$ cat src/rtl/pipeline_ctrl.sv
// Pipeline register enable/bubble controller: merges hazard-unit stall/flush
// requests with data-memory wait handling, a bus-error timeout and perf counters.
module pipeline_ctrl #(
    parameter int CNT_WIDTH    = 16,
    parameter int DMEM_TIMEOUT = 64
) (
    input  logic                 i_clk,
    input  logic                 i_rst_n,
    input  logic                 i_if_stall,
    input  logic                 i_id_stall,
    input  logic                 i_id_flush,
    input  logic                 i_ie_flush,
    input  logic                 i_imem_ready,
    input  logic                 i_dmem_req,
    input  logic                 i_dmem_ack,
    input  logic                 i_cnt_clr,
    output logic                 o_pc_en,
    output logic                 o_ifid_en,
    output logic                 o_idie_en,
    output logic                 o_iem_en,
    output logic                 o_mwb_en,
    output logic                 o_ifid_clr,
    output logic                 o_idie_clr,
    output logic                 o_bus_err,
    output logic [1:0]           o_state,
    output logic [CNT_WIDTH-1:0] o_stall_cnt,
    output logic [CNT_WIDTH-1:0] o_flush_cnt
);

    localparam int WW = $clog2(DMEM_TIMEOUT + 1);
    localparam logic [WW-1:0] TMO     = WW'(DMEM_TIMEOUT);
    localparam logic [WW-1:0] WAIT_ONE = WW'(1);
    localparam logic [CNT_WIDTH-1:0] CNT_ONE = CNT_WIDTH'(1);

    typedef enum logic [1:0] {
        ST_RUN   = 2'b00,
        ST_DWAIT = 2'b01,
        ST_DERR  = 2'b10,
        ST_BAD   = 2'b11
    } state_t;

    state_t               state_q, state_d;
    logic [WW-1:0]        wait_cnt_q, wait_cnt_d;
    logic                 pend_flush_q, pend_flush_d;
    logic [CNT_WIDTH-1:0] stall_cnt_q, flush_cnt_q;

    logic resume;
    logic fl_id, fl_ie;
    logic pc_en, ifid_en, idie_en, iem_en, mwb_en;
    logic ifid_clr, idie_clr;
    logic flush_applied;

    always_comb begin
        state_d       = state_q;
        wait_cnt_d    = wait_cnt_q;
        pend_flush_d  = pend_flush_q;
        resume        = 1'b0;
        fl_id         = 1'b0;
        fl_ie         = 1'b0;
        pc_en         = 1'b0;
        ifid_en       = 1'b0;
        idie_en       = 1'b0;
        iem_en        = 1'b0;
        mwb_en        = 1'b0;
        ifid_clr      = 1'b0;
        idie_clr      = 1'b0;
        flush_applied = 1'b0;

        case (state_q)
            ST_RUN: begin
                if (i_dmem_req && !i_dmem_ack) begin
                    state_d      = ST_DWAIT;
                    wait_cnt_d   = WAIT_ONE;
                    // A flush deferred by the memory wait is kept, not dropped.
                    pend_flush_d = i_id_flush | i_ie_flush;
                end else begin
                    resume = 1'b1;
                    fl_id  = i_id_flush;
                    fl_ie  = i_ie_flush;
                end
            end
            ST_DWAIT: begin
                if (i_dmem_ack) begin
                    resume       = 1'b1;
                    fl_id        = i_id_flush | pend_flush_q;
                    fl_ie        = i_ie_flush | pend_flush_q;
                    state_d      = ST_RUN;
                    wait_cnt_d   = '0;
                    pend_flush_d = 1'b0;
                end else begin
                    pend_flush_d = pend_flush_q | i_id_flush | i_ie_flush;
                    if (wait_cnt_q < TMO) begin
                        wait_cnt_d = wait_cnt_q + WAIT_ONE;
                    end else begin
                        state_d    = ST_DERR;
                        wait_cnt_d = '0;
                    end
                end
            end
            ST_DERR: begin
                // Access abandoned: pipeline resumes, replaying any held flush.
                resume       = 1'b1;
                fl_id        = i_id_flush | pend_flush_q;
                fl_ie        = i_ie_flush | pend_flush_q;
                state_d      = ST_RUN;
                wait_cnt_d   = '0;
                pend_flush_d = 1'b0;
            end
            default: begin
                state_d      = ST_RUN;
                wait_cnt_d   = '0;
                pend_flush_d = 1'b0;
            end
        endcase

        if (resume) begin
            pc_en    = fl_id | (~i_if_stall & i_imem_ready);
            ifid_en  = fl_id | ~i_id_stall;
            ifid_clr = fl_id | ~i_imem_ready;
            idie_en  = 1'b1;
            iem_en   = 1'b1;
            mwb_en   = 1'b1;
            idie_clr = fl_ie;
        end
        flush_applied = resume & fl_id;

        if (!i_rst_n) begin
            pc_en    = 1'b0;
            ifid_en  = 1'b0;
            idie_en  = 1'b0;
            iem_en   = 1'b0;
            mwb_en   = 1'b0;
            ifid_clr = 1'b1;
            idie_clr = 1'b1;
        end
    end

    always_ff @(posedge i_clk) begin
        if (!i_rst_n) begin
            state_q      <= ST_RUN;
            wait_cnt_q   <= '0;
            pend_flush_q <= 1'b0;
            stall_cnt_q  <= '0;
            flush_cnt_q  <= '0;
        end else begin
            state_q      <= state_d;
            wait_cnt_q   <= wait_cnt_d;
            pend_flush_q <= pend_flush_d;
            if (i_cnt_clr) begin
                stall_cnt_q <= '0;
                flush_cnt_q <= '0;
            end else begin
                if (!pc_en && (stall_cnt_q != {CNT_WIDTH{1'b1}})) begin
                    stall_cnt_q <= stall_cnt_q + CNT_ONE;
                end
                if (flush_applied && (flush_cnt_q != {CNT_WIDTH{1'b1}})) begin
                    flush_cnt_q <= flush_cnt_q + CNT_ONE;
                end
            end
        end
    end

    assign o_pc_en     = pc_en;
    assign o_ifid_en   = ifid_en;
    assign o_idie_en   = idie_en;
    assign o_iem_en    = iem_en;
    assign o_mwb_en    = mwb_en;
    assign o_ifid_clr  = ifid_clr;
    assign o_idie_clr  = idie_clr;
    assign o_bus_err   = (state_q == ST_DERR) & i_rst_n;
    assign o_state     = state_q;
    assign o_stall_cnt = stall_cnt_q;
    assign o_flush_cnt = flush_cnt_q;

endmodule

$ cat config.mk
export PLATFORM = sky130hd
export DESIGN_NAME = pipeline_ctrl
export DESIGN_NICKNAME = d
export VERILOG_FILES = /design/src/rtl/pipeline_ctrl.sv
export SDC_FILE = /design/constraint.sdc
export NUM_CORES = 1
export LEC_CHECK = 0
export BUFFER_PORTS_ARGS = -buffer_cell sky130_fd_sc_hd__buf_2
export CAP_MARGIN = 20
export CORE_UTILIZATION = 40
export CTS_BUF_LIST = sky130_fd_sc_hd__clkbuf_4
export CTS_CLUSTER_SIZE = 30
export DETAILED_ROUTE_END_ITERATION = 10
export PLACE_DENSITY = 0.63
export SYNTH_ARGS = -nofsm -noshare
export SYNTH_HDL_FRONTEND = slang
export SYNTH_SLANG_ARGS = --single-unit
$ cat constraint.sdc
create_clock -name i_clk -period 4.57 [get_ports i_clk]
set_input_delay 0.914 -clock i_clk [delete_from_list [all_inputs] [get_ports i_clk]]
set_output_delay 0.914 -clock i_clk [all_outputs]
set_load 0.02 [all_outputs]
==> impl_metrics.tcl <==
set metrics [dict create \
    grt_overflow 0 \
    tns_ps 0 \
    path_class "input port to output port" \
    worstHoldStart "wait_cnt_q[6]" \
    num_rows 27 \
    antenna_found_initial 0 \
    grt_pass1_vias 2024 \
    cts_setup_buffers 0 \
    path_clk_slew_ps 120 \
    ir_drop_mv 0.136 \
    drt-vias-per-instance 5.79 \
    wire_per_inst_um 13.7 \
    mostFrequentLayoutCells "buf_2, dfxtp_1, a21oi_1" \
    crit_path_max_incr_delay_ps 600 \
    routed-via-count 2340 \
    hold_buffers 0 \
    portBuffers 51 \
    diodes 0 \
    synth.area.top_cells "dfxtp_1, a21oi_1, or3_1" \
    final_common_cell "buf_2" \
    core_area_um2 5540 \
    die_y_um 77.8 \
    syn_avg_cell_area_um2 8.10 \
    n_fill_cell 560 \
    yosys_warnings 0 \
    synthArstFlopShare 0 \
    synth_top_area_frac 0.365 \
    min_period_ps 3350 \
    grt_use_total 0.189 \
    drt_pre_antenna_iters 4 \
    slew_viol_final 0 \
    grt_start_max_net_pins 34 \
    grt_first_pass_wirelength_mm 9.32 \
    netlist_area_um2 2300 \
    cts-root-buf "clkbuf_4" \
    clock_path_buffers 2 \
    min_to "o_state[1]" \
    cts_resized 0 \
    power.density_nw_per_um2 259 \
    initial_utilization 0.415 \
    gp_congestion 0.840 \
    rsz0062_at_grt "no" \
    path_buf_inv 3 \
    ys_ff_latch 42 \
    synth_edf_count 0 \
    syn_to_final_growth_pct 15.6 \
    dieArea_um2 6060 \
    hold_viol_final 0 \
    ff2ff_setup_slack_ps 2490 \
    dp_cells 396 \
    critPathTopFamily "compound AO/OA/AOI/OAI gates" \
    layoutNonFillerInstCount 404 \
    holdCritPathClass "register to register" \
    syn_nets 297 \
    path_cells "buf_2 > inv_1 > o22ai_1 > o211a_2 > buf_2" \
    cts.sinks 42 \
    path_max_fanout 33 \
    cts-buffers-inserted 5 \
    cp_common_cell "buf_2" \
    clk_latency_ps 350 \
    ios 52 \
    synth_ff_type "dfxtp_1" \
    drt_iter0_markers 128 \
    num-nets-final 344 \
    synth_top_cell_by_area "dfxtp_1" \
    route.detailed.drc 0 \
    relSlewSlack 0.427 \
    drive_gt1_frac 0.217 \
    hpwlAfterDp_mm 3.97 \
    fmax_mhz 298 \
    cp.arrival_ps 2440 \
    required_ps 3660 \
    seq_area_frac_synth 0.365 \
    cts_tree "yes" \
    maxCapViolations 0 \
    ant_nets 0 \
    cp-end-kind "output port" \
    drt-total-wl_mm 5.54 \
    cts.htree.levels 2 \
    p_leak_nw 0.955 \
    r2r-end "o_stall_cnt[10]" \
    fin_skew_ps 6.78 \
    tightest_slew_ps 848 \
    startpoint_type "input port" \
    die_w_um 77.8 \
    min_path_cells 2 \
    synth_cell_types 52 \
    reg2reg_depth 5 \
    synth_cells 284 \
    slowest_stage "o211a_2" \
    r2r_start "o_state[0]" \
    period_share 0.734 \
    setup_viol 0 \
    status "completed" \
]
routing by layer:
layer / global-route usage / up-vias / routed length (um)
met4: 0.0642 / 0 / 78
met2: 0.300 / 41 / 2550
met1: 0.254 / 1109 / 2720
li1: - / 1182 / -
met5: 0 / - / 0
met3: 0.0388 / 8 / 186
synthesized netlist by cell type (3+ instances only):
library cell and count:
and3_1 3, buf_4 4, dfxtp_1 42, o211ai_1 5, nand2b_1 3, or3_1 17, ha_1 3, inv_1 6
xor2_1 3, nand4_1 14, and4_1 4, nor3_1 4, a21oi_1 31, clkbuf_1 4, nor2_1 20, or4_1 14
o21ai_0 18, o41ai_1 6, nand2_1 21, o31ai_1 5, or2_2 5, nand3_1 16
tightest hold or removal path, delay by kind of cell, from the launching register on:
family	cells	cell delay, ps
flip-flops	1	350
AND/OR/NAND/NOR	2	100
report_power, final:
group          total, mW  switching, mW  internal (mW)
clock              0.247          0.119          0.128
combinational     0.0669         0.0446         0.0223
sequential         0.375        0.00534          0.370
stage by stage:
stage | hold slack [ps] | power, mW | worst slack [ps] | utilization | instance area, um2
2_1_floorplan | 434 | 0.434 | 1480 | - | 2300
3_3_place_gp | 462 | 0.450 | 1280 | 0.465 | 2580
3_5_place_dp | 460 | 0.450 | 1240 | 0.465 | 2580
4_1_cts | 478 | 0.699 | 1230 | 0.480 | 2660
5_1_grt | 520 | 0.723 | 1060 | 0.480 | 2660
6_report | 484 | 0.689 | 1220 | 0.480 | 2660
how the worst max path moves through the flow:
stage          startpoint      end  slack (ps)  cells past startpoint
4_1_cts           i_rst_n  o_pc_en        1230                      5
2_1_floorplan  i_dmem_req  o_pc_en        1480                      5
5_1_grt           i_rst_n  o_pc_en        1060                      5
3_3_place_gp      i_rst_n  o_pc_en        1280                      5
6_report          i_rst_n  o_pc_en        1220                      5
3_5_place_dp      i_rst_n  o_pc_en        1240                      5
registers in the layout, indices dropped and copies added, names as in the netlist:
| signal | count |
|---|---|
| wait_cnt_q | 7 |
| o_flush_cnt | 16 |
| pend_flush_q | 1 |
| o_state | 2 |
| o_stall_cnt | 16 |
layout make-up:
type	count	area, um2	area share
clock buffer	7	52.6	0.0198
clock inverter	1	30.0	0.0113
inverter	6	22.5	0.00847
multi-input combinational	224	1360	0.512
sequential	42	841	0.316
tap	72	90.1	0.0339
timing repair buffer	52	263	0.0988
cell families (layout without fill, tap and decap cells):
logic type,after synthesis,in the layout,share of synthesized area
AOI/OAI and AO/OA,82,82,0.225
xor gates and xnor gates,3,3,0.0114
and+or+nand+nor,136,136,0.339
DFF,42,42,0.365
adders and majority gates,3,3,0.0163
buffers and inverters,18,66,0.0435
(Power assumes the default switching activity.)
